==> src/rtl/traffic_request_conditioner.sv <==
// Input conditioning for the intersection controller: synchronizes and debounces raw
// pedestrian buttons and lane sensors, then latches requests until the matching light acks them.
module traffic_request_conditioner #(
   parameter int unsigned DEBOUNCE_CYCLES = 16,
   parameter int unsigned CNT_WIDTH       = 5
) (
   input  logic clk,
   input  logic rst_n,
   input  logic raw_straight_street_button,
   input  logic raw_cross_street_button,
   input  logic raw_straight_street_straight_lane_sensor,
   input  logic raw_straight_street_turn_lane_sensor,
   input  logic raw_cross_street_straight_lane_sensor,
   input  logic raw_cross_street_turn_lane_sensor,
   input  logic straight_street_walk_light,
   input  logic cross_street_walk_light,
   input  logic straight_street_straight_lane_green_light,
   input  logic straight_street_turn_lane_green_light,
   input  logic cross_street_straight_lane_green_light,
   input  logic cross_street_turn_lane_green_light,
   output logic straight_street_pedestrian_button,
   output logic cross_street_pedestrian_button,
   output logic straight_street_straight_lane_car_sensor,
   output logic straight_street_turn_lane_car_sensor,
   output logic cross_street_straight_lane_car_sensor,
   output logic cross_street_turn_lane_car_sensor
);

   localparam int unsigned N_CH  = 6;
   localparam int unsigned N_PED = 2;
   localparam int unsigned N_CAR = 4;
   localparam logic [CNT_WIDTH-1:0] CNT_LAST = CNT_WIDTH'(DEBOUNCE_CYCLES - 1);
   localparam logic [CNT_WIDTH-1:0] CNT_MAX  = '1;

   typedef enum logic {PED_IDLE, PED_PENDING} ped_state_t;
   typedef enum logic [1:0] {CAR_EMPTY, CAR_WAITING, CAR_SERVED} car_state_t;

   // Channel order: 0/1 pedestrian buttons, 2..5 lane sensors
   logic [N_CH-1:0]      w_raw;
   logic [N_CH-1:0]      w_ack;
   logic [N_CH-1:0]      r_sync1;
   logic [N_CH-1:0]      r_sync2;
   logic [N_CH-1:0]      r_deb;
   logic [CNT_WIDTH-1:0] r_cnt [N_CH];
   logic [N_CH-1:0]      w_rise;
   logic [N_CH-1:0]      w_fall;

   ped_state_t           r_ped_state [N_PED];
   logic [N_PED-1:0]     r_ped_out;
   car_state_t           r_car_state [N_CAR];
   logic [N_CAR-1:0]     r_car_out;
   logic [N_CAR-1:0]     w_car_rise;
   logic [N_CAR-1:0]     w_car_fall;
   logic [N_CAR-1:0]     w_car_ack;

   assign w_raw = {raw_cross_street_turn_lane_sensor, raw_cross_street_straight_lane_sensor,
                   raw_straight_street_turn_lane_sensor, raw_straight_street_straight_lane_sensor,
                   raw_cross_street_button, raw_straight_street_button};
   assign w_ack = {cross_street_turn_lane_green_light, cross_street_straight_lane_green_light,
                   straight_street_turn_lane_green_light, straight_street_straight_lane_green_light,
                   cross_street_walk_light, straight_street_walk_light};

   always_ff @(posedge clk or negedge rst_n) begin
      if (!rst_n) begin
         r_sync1 <= '0;
         r_sync2 <= '0;
      end else begin
         r_sync1 <= w_raw;
         r_sync2 <= r_sync1;
      end
   end

   // Counter runs only while the sample disagrees with the accepted level
   always_ff @(posedge clk or negedge rst_n) begin
      if (!rst_n) begin
         r_deb <= '0;
         for (int i = 0; i < N_CH; i++) r_cnt[i] <= '0;
      end else begin
         for (int i = 0; i < N_CH; i++) begin
            if (r_sync2[i] == r_deb[i]) begin
               r_cnt[i] <= '0;
            end else if (r_cnt[i] == CNT_LAST) begin
               r_deb[i] <= ~r_deb[i];
               r_cnt[i] <= '0;
            end else if (r_cnt[i] != CNT_MAX) begin
               r_cnt[i] <= r_cnt[i] + CNT_WIDTH'(1);
            end
         end
      end
   end

   // Flip strobes coincide with the edge on which the debounced level changes
   always_comb begin
      w_rise = '0;
      w_fall = '0;
      for (int i = 0; i < N_CH; i++) begin
         if ((r_sync2[i] != r_deb[i]) && (r_cnt[i] == CNT_LAST)) begin
            w_rise[i] = ~r_deb[i];
            w_fall[i] = r_deb[i];
         end
      end
   end

   assign w_car_rise = w_rise[N_CH-1:N_PED];
   assign w_car_fall = w_fall[N_CH-1:N_PED];
   assign w_car_ack  = w_ack[N_CH-1:N_PED];

   // Pedestrian latch: an ack in the same cycle as a press suppresses it
   always_ff @(posedge clk or negedge rst_n) begin
      if (!rst_n) begin
         r_ped_out <= '0;
         for (int p = 0; p < N_PED; p++) r_ped_state[p] <= PED_IDLE;
      end else begin
         for (int p = 0; p < N_PED; p++) begin
            case (r_ped_state[p])
               PED_IDLE: begin
                  if (w_rise[p] && !w_ack[p]) begin
                     r_ped_state[p] <= PED_PENDING;
                     r_ped_out[p]   <= 1'b1;
                  end
               end
               PED_PENDING: begin
                  if (w_ack[p]) begin
                     r_ped_state[p] <= PED_IDLE;
                     r_ped_out[p]   <= 1'b0;
                  end
               end
            endcase
         end
      end
   end

   // Car request: a departing car outranks a simultaneous green
   always_ff @(posedge clk or negedge rst_n) begin
      if (!rst_n) begin
         r_car_out <= '0;
         for (int c = 0; c < N_CAR; c++) r_car_state[c] <= CAR_EMPTY;
      end else begin
         for (int c = 0; c < N_CAR; c++) begin
            case (r_car_state[c])
               CAR_EMPTY: begin
                  if (w_car_rise[c]) begin
                     if (w_car_ack[c]) begin
                        r_car_state[c] <= CAR_SERVED;
                        r_car_out[c]   <= 1'b0;
                     end else begin
                        r_car_state[c] <= CAR_WAITING;
                        r_car_out[c]   <= 1'b1;
                     end
                  end
               end
               CAR_WAITING: begin
                  if (w_car_fall[c]) begin
                     r_car_state[c] <= CAR_EMPTY;
                     r_car_out[c]   <= 1'b0;
                  end else if (w_car_ack[c]) begin
                     r_car_state[c] <= CAR_SERVED;
                     r_car_out[c]   <= 1'b0;
                  end
               end
               CAR_SERVED: begin
                  if (w_car_fall[c]) begin
                     r_car_state[c] <= CAR_EMPTY;
                     r_car_out[c]   <= 1'b0;
                  end else if (!w_car_ack[c]) begin
                     r_car_state[c] <= CAR_WAITING;
                     r_car_out[c]   <= 1'b1;
                  end
               end
               default: begin
                  r_car_state[c] <= CAR_EMPTY;
                  r_car_out[c]   <= 1'b0;
               end
            endcase
         end
      end
   end

   assign straight_street_pedestrian_button       = r_ped_out[0];
   assign cross_street_pedestrian_button          = r_ped_out[1];
   assign straight_street_straight_lane_car_sensor = r_car_out[0];
   assign straight_street_turn_lane_car_sensor     = r_car_out[1];
   assign cross_street_straight_lane_car_sensor    = r_car_out[2];
   assign cross_street_turn_lane_car_sensor        = r_car_out[3];

endmodule

==> config.mk <==
export PLATFORM = sky130hd
export DESIGN_NAME = traffic_request_conditioner
export DESIGN_NICKNAME = d
export VERILOG_FILES = /design/src/rtl/traffic_request_conditioner.sv
export SDC_FILE = /design/constraint.sdc
export NUM_CORES = 1
export LEC_CHECK = 0
export CAP_MARGIN = 30
export CORE_UTILIZATION = 40
export DETAILED_ROUTE_END_ITERATION = 6
export HOLD_SLACK_MARGIN = 0.02
export PLACE_DENSITY = 0.54
export SLEW_MARGIN = 20
export SYNTH_ARGS = -nofsm -noshare
export SYNTH_HDL_FRONTEND = slang
export SYNTH_SLANG_ARGS = --single-unit
export TNS_END_PERCENT = 20
==> constraint.sdc <==
create_clock -name clk -period 3.9 [get_ports clk]
set_input_delay 0.975 -clock clk [delete_from_list [all_inputs] [get_ports clk]]
set_output_delay 0.975 -clock clk [all_outputs]
set_load 0.02 [all_outputs]
==> metrics.md, run 1 <==
| Metric | Value |
|---|---|
| Seq/Total Area, Yosys | 53.99% |
| Pre-Repair DR Iteration Count | 6 |
| Largest family of logic cells by synthesized area | simple AND/OR/NAND/NOR gates |
| Core area | 7214 um2 |
| Crit-path cells | clkdlybuf4s50_1 |
| Mapped Cells | 287 |
| Worst Max-Slew Pin Slew | 0.4647 ns |
| Setup TNS | 0 ns |
| Flop2flop setup slack | 2.28 ns |
| Drt wl/cell | 12.01 um |
| VDD IR-drop max | 0.0002223 V |
| Adder-cell area share of the yosys netlist | 2.531% |
| Yosys top cell by area | dfrtp_1 |
| First-pass GRT wire length | 8.825 mm |
| Crit path to | straight_street_straight_lane_car_sensor |
| Final Setup Violations | 0 |
| Synth Area in XOR/XNOR | 2.362% |
| Share of flip-flops with an asynchronous set or reset | 100.0% |
| Critical path type | register to primary output |
| Top sig layer | met4 |
| Vias in the first global route | 1968 |
| Synth warnings | 0 |
| Fillcell total | 682 |
| Crit. path cell count | 1 |
| Worst hold path class | register to register |
| Area share of the leading cell type in the synthesized netlist | 53.99% |
| Worst slew margin | 68.80% |
| FF-to-FF End | r_car_out[2] |
| Final min period | 2.308 ns |
| Synth Area in Compound Gates | 14.21% |
| Mapped cell area | 2967 um2 |
| Clock-pin slew on the worst setup and hold paths | 0.07 ns |
| Clk_lat worst skew | 0.34 ns |
| Die Y-Extent | 88.12 um |
| Clk root buf | clkbuf_8 |
| Routability congestion estimate | 0.7706 |
| CTS buffer count | 9 |
| Mapped Avg Cell Area | 10.34 um2 |
| Top cells by area, synth | dfrtp_1 (54%), nor2_1 (4.2%), nand2_1 (3.5%) |
| Longest Clk Path Bufs | 2 |
| Post CTS Setup Buffer Count | 0 |
| Syn nets | 307 |
| Final wirelength | 4.974 mm |
| Area grow syn2layout | 16.62% |
| CTS tree | built |
| # resized after CTS | 0 |
| Die width | 88.12 um |
| Via count | 2150 |
| RSZ-0062 raised after global routing | no |
| Hold buffer count at cts | 0 |
| Gr ovfl total | 0 |
| Slew Viols, Final | 0 |
| Crit path launch type | register |
| Launch point of the worst reg-to-reg path | r_cnt[5] |
| Post-synth EDFFs | 0 |
| Ports | 20 |
| # DRC | 0 |
| Hpwl dp | 3.364 mm |
| R2R depth | 5 |
| Met1 wire length | 2.477 mm |
| CTS sink cnt | 64 |
| Met2 wire len | 2.220 mm |
| FF+latch count, synth | 64 |
| Synth Flop Type | dfrtp_1 |
| CTS HTree Levels | 3 |
| Yosys cell types | 41 |
| Simple-gate share of the synthesized area | 20.41% |
| Post-synthesis mux area share | 3.627% |
| Final ANT Viol Nets | 0 |
| Antenna fix cells | 0 |
| Power Density | 409.5 nW/um2 |
| Worst EP arrival | 1.33 ns |
| Hold_ws | 0.3412 ns |
| Fin nets | 330 |
| Maximum clock frequency | 433.3 MHz |
| Max FO, Critical Path | 4 |
| Die Area | 7765 um2 |
| Antenna violations before repair | 0 |
| Outcome | finished clean |
| Gr usage total | 14.98% |
| Final hold violations | 0 |
| Initial Utilization | 41.12% |
| Leak Pwr | 1.457 nW |
| Met3 routed WL | 225 um |
| Setup crit end kind | primary output |
| Largest stage delay, worst path | 0.61 ns |
| # rows | 31 |
| Slowest-stage cell, CP | clkdlybuf4s50_1 |
| DR iter-0 viols | 84 |
| CP top delay family | buffers and inverters |
| Port Buf Inserts | 19 |
| Worst Setup SP | r_car_out[0] |
| WP data required | 2.92 ns |
| Final critical-path share of the clock period | 59.18% |
| Largest net degree at the start of global routing | 34 |
| Share of cells above drive strength 1 | 9.524% |
| Max-cap violations | 0 |
| Buf+Inv Stages, Crit Path | 1 |
| Skew final | 0.009176 ns |
| Vias/cell | 5.193 |
-- area by class of cell --
| cell class | instances | area [um2] | area share, % |
|---|---|---|---|
| clock inverters | 6 | 82.58 | 2.387 |
| flip-flops and latches | 64 | 1602 | 46.29 |
| inverters | 9 | 33.78 | 0.9765 |
| clock buffers | 10 | 137.6 | 3.978 |
| repair buffers | 21 | 200.2 | 5.787 |
| well taps | 99 | 123.9 | 3.580 |
| multi-input cells | 205 | 1280 | 37.00 |
-- synthesized netlist by cell type, drive strengths merged, types with 4 or more instances --
| library cell | number |
|---|---|
| nor3 | 11 |
| nor2 | 33 |
| mux2 | 6 |
| a2111oi | 4 |
| mux2i | 4 |
| o21ai | 8 |
| nand4b | 5 |
| dfrtp | 64 |
| nand3 | 12 |
| and2 | 6 |
| buf | 4 |
| nand2 | 28 |
| inv | 9 |
| ha | 6 |
| xnor2 | 7 |
| and4b | 4 |
| nor2b | 8 |
| clkbuf | 5 |
| a221oi | 4 |
| o211ai | 4 |
| a21oi | 20 |
-- per-layer routing --
layer | GRT usage [%] | vias up
met3 | 6.692 | 5
met4 | 4.839 | 0
met2 | 22.90 | 29
met5 | 0 | -
li1 | - | 1082
met1 | 19.04 | 1034
-- logic make-up after synthesis --
logic type               count (synthesis)
AND/OR/NAND/NOR                        118
multiplexers                            10
flip-flops                              64
adder cells (fa/ha/maj)                  6
AO/OA/AOI/OAI                           63
buffers and inverters                   18
XOR/XNOR                                 8
-- registers in the layout (all words and copies together), names as in the netlist --
signal and flops:
r_sync1 6, r_ped_out 2, r_car_state 8, r_cnt 30, r_sync2 6, r_car_out 4
r_deb 6, r_ped_state 2
-- worst min-delay path by stage --
stage	from	end	slack, ns	depth (start not counted)
after floorplan	r_sync1[0]	r_sync2[0]	0.33	0
after global placement	r_sync1[0]	r_sync2[0]	0.33	0
after detailed placement	r_sync1[2]	r_sync2[2]	0.34	0
after CTS	r_sync1[4]	r_sync2[4]	0.34	0
after global routing	r_sync1[4]	r_sync2[4]	0.35	0
final	r_sync1[4]	r_sync2[4]	0.34	0
-- stage by stage --
| stage | cells | total power (W) | setup WS [ns] | utilization (%) | cell area [um2] |
|---|---|---|---|---|---|
| 2_1_floorplan | 287 | 0.0007657 | 2.381 | - | 2967 |
| 3_3_place_gp | 398 | 0.0008109 | 1.933 | 44.90 | 3239 |
| 3_5_place_dp | 398 | 0.0008133 | 1.886 | 44.90 | 3239 |
| 4_1_cts | 414 | 0.001446 | 1.562 | 47.95 | 3460 |
| 5_1_grt | 414 | 0.001488 | 1.498 | 47.95 | 3460 |
| 6_report | 414 | 0.001417 | 1.592 | 47.95 | 3460 |
-- report_power, final --
part	internal, W	switching [W]	leakage, nW
logic	0.0000416	0.0000454	0.505
clock network	0.000374	0.000245	0.112
registers	0.000688	0.0000238	0.840
total	0.00110	0.000314	1.46
-- placed cells by master, fill, tap and decap left out, types with 5 or more instances in the layout --
cell type / n
nor3_1: 11
nor2b_1: 8
nand4b_1: 5
and2_1: 6
a21oi_1: 20
mux2_2: 6
ha_1: 6
nand3_1: 12
o21ai_0: 8
xnor2_1: 7
inv_1: 9
clkdlybuf4s50_1: 18
clkbuf_8: 10
nor2_1: 33
dfrtp_1: 64
nand2_1: 28
Note: power is estimated with default switching activity, not from simulation.
==> inputs of run 2 (changes only) <==
==> constraint.sdc (replaced) <==
create_clock -name clk -period 2.3 [get_ports clk]
set_input_delay 0.575 -clock clk [delete_from_list [all_inputs] [get_ports clk]]
set_output_delay 0.575 -clock clk [all_outputs]
set_load 0.02 [all_outputs]
==> metrics.md, run 2 (same netlist as run 1, synthesis figures left out) <==
| Metric | Value |
|---|---|
| Core area | 7214 um2 (unchanged) |
| Die width | 88.12 um (unchanged) |
| Largest stage delay, worst path | 0.61 ns (about the same) |
| Power Density | 652.6 nW/um2 (was 409.5 nW/um2) |
| Total power | 0.002238 W (was 0.001417 W) |
| Pre-Repair DR Iteration Count | 4 (was 6) |
| Gr ovfl total | 0 (unchanged) |
| Max FFs per register | 30 (unchanged) |
| Final hold violations | 0 (unchanged) |
| Max-cap violations | 0 (unchanged) |
| CTS HTree Levels | 3 (unchanged) |
| Vias/cell | 5.123 (was 5.193) |
| Outcome | finished clean (unchanged) |
| Slowest-stage cell, CP | clkdlybuf4s50_1 (unchanged) |
| Setup crit end kind | primary output (unchanged) |
| Ports | 20 (unchanged) |
| Final min period | 1.895 ns |
| First-pass GRT wire length | 8.500 mm (was 8.825 mm) |
| Biggest register | r_cnt (unchanged) |
| Crit path launch type | register (unchanged) |
| Hpwl dp | 3.131 mm (was 3.364 mm) |
| Max FO, Critical Path | 4 (unchanged) |
| WP data required | 1.73 ns (was 2.92 ns) |
| Commonest cells after routing, fill and taps aside | dfrtp_1 (64), nor2_1 (33), nand2_1 (28) (unchanged) |
| Final ANT Viol Nets | 0 (unchanged) |
| # DRC | 0 (unchanged) |
| Top flop regs | r_cnt (30), r_car_state (8) (unchanged) |
| # rows | 31 (unchanged) |
| Routability congestion estimate | 0.7683 (was 0.7706) |
| Final critical-path share of the clock period | 82.37% |
| Antenna violations before repair | 0 (unchanged) |
| Worst slew margin | 70.06% (was 68.80%) |
| Port Buf Inserts | 19 (unchanged) |
| Hold buffer count at cts | 0 (unchanged) |
| Via count | 2116 (was 2150) |
| CTS tree | built (unchanged) |
| CP top delay family | buffers and inverters (unchanged) |
| Final Setup Violations | 0 (unchanged) |
| # resized after CTS | 0 (unchanged) |
| Maximum clock frequency | 527.8 MHz |
| Gr usage total | 14.42% (was 14.98%) |
| Final wirelength | 4.825 mm (was 4.974 mm) |
| CTS sink cnt | 64 (unchanged) |
| Longest Clk Path Bufs | 2 (unchanged) |
| Crit-path cells | clkdlybuf4s50_1 (unchanged) |
| Vias in the first global route | 1931 (was 1968) |
| Leak Pwr | 1.438 nW (was 1.457 nW) |
| Die Y-Extent | 88.12 um (unchanged) |
| Post CTS Setup Buffer Count | 0 (unchanged) |
| Drt wl/cell | 11.68 um (was 12.01 um) |
| Largest net degree at the start of global routing | 65 (was 34) |
| Clk_lat worst skew | 0.33 ns (was 0.34 ns) |
| Worst EP arrival | 1.32 ns (was 1.33 ns) |
| Share of cells above drive strength 1 | 8.599% (was 9.524%) |
| Area grow syn2layout | 15.61% (was 16.62%) |
| Die Area | 7765 um2 (unchanged) |
| DR iter-0 viols | 96 (was 84) |
| Slew Viols, Final | 0 (unchanged) |
| Critical path type | register to primary output (unchanged) |
| VDD IR-drop max | 0.0002978 V (was 0.0002223 V) |
| Clock-pin slew on the worst setup and hold paths | 0.07 ns (about the same) |
| Antenna fix cells | 0 (unchanged) |
| CTS buffer count | 9 (unchanged) |
| Setup TNS | 0 ns (unchanged) |
| Fillcell total | 703 (was 682) |
| Worst Max-Slew Pin Slew | 0.4459 ns (was 0.4647 ns) |
| Initial Utilization | 41.12% (unchanged) |
| Commonest non-fill, non-tap cell in the layout | dfrtp_1 (unchanged) |
| Buf+Inv Stages, Crit Path | 1 (unchanged) |
| Clk root buf | clkbuf_8 (unchanged) |
| RSZ-0062 raised after global routing | no (unchanged) |
| Placed instance count | 397 (was 398) |
| Skew final | 0.006257 ns (was 0.009176 ns) |
| Worst hold path class | primary input to async pin (was register to register) |
| Layout Cells excl Fill | 413 (was 414) |
| Fin nets | 329 (was 330) |
run 2: cell count changes in the layout (fill, tap and decap cells not counted), sizes merged:
cell,delta
buf,-1
clkinv,-2
bufinv,-2
clkbuf,+4
run 2: per-stage QoR:
| stage | area (um2) | util, % | setup WS (ns) | hold WS [ns] |
|---|---|---|---|---|
| floorplan | 2967 | - | 0.7811 | 0.2794 |
| global placement | 3244 | 44.97 | 0.7361 | 0.3316 |
| detailed placement | 3244 | 44.97 | 0.7030 | 0.3358 |
| CTS | 3430 | 47.54 | 0.3784 | 0.2456 |
| global route | 3430 | 47.54 | 0.3313 | 0.2598 |
| finish | 3430 | 47.54 | 0.4054 | 0.2315 |
run 2: power by group:
| group | internal, W | switching, W | total [W] |
|---|---|---|---|
| combinational | 0.0000720 | 0.0000753 | 0.000147 |
| clock | 0.000479 | 0.000405 | 0.000884 |
| sequential | 0.00117 | 0.0000405 | 0.00121 |
| total | 0.00172 | 0.000521 | 0.00224 |
run 2: routing by layer:
layer	track usage, %	routed length (um)	vias to the layer above
li1	-	-	1076
met1	19.71	2579	1006
met2	20.30	1970	24
met3	4.053	160	10
met4	8.651	114	0
met5	0	0	-
run 2: final cells by class:
type	count	area (um2)	share of cell area, %
Sequential cell	64	1602	46.70
Inverter	9	33.78	0.9850
Tap cell	99	123.9	3.612
Multi-Input combinational cell	205	1280	37.32
Timing Repair Buffer	20	205.2	5.983
Clock inverter	2	12.51	0.3648
Clock buffer	14	172.7	5.035
run 2: worst paths after layout:
| kind | from | to | slack, ns | cells after the start |
|---|---|---|---|---|
| setup / recovery | r_car_out[0] | straight_street_straight_lane_car_sensor | 0.41 | 1 |
| hold / removal | rst_n | r_cnt[3] | 0.23 | 2 |
| setup reg to reg | r_cnt[5] | r_car_out[2] | 0.71 | 5 |
| hold reg to reg | r_sync1[3] | r_sync2[3] | 0.35 | 0 |
| max in group asynchronous | rst_n | r_car_out[0] | 1.77 | 2 |
| min in group clk | r_sync1[3] | r_sync2[3] | 0.35 | 0 |
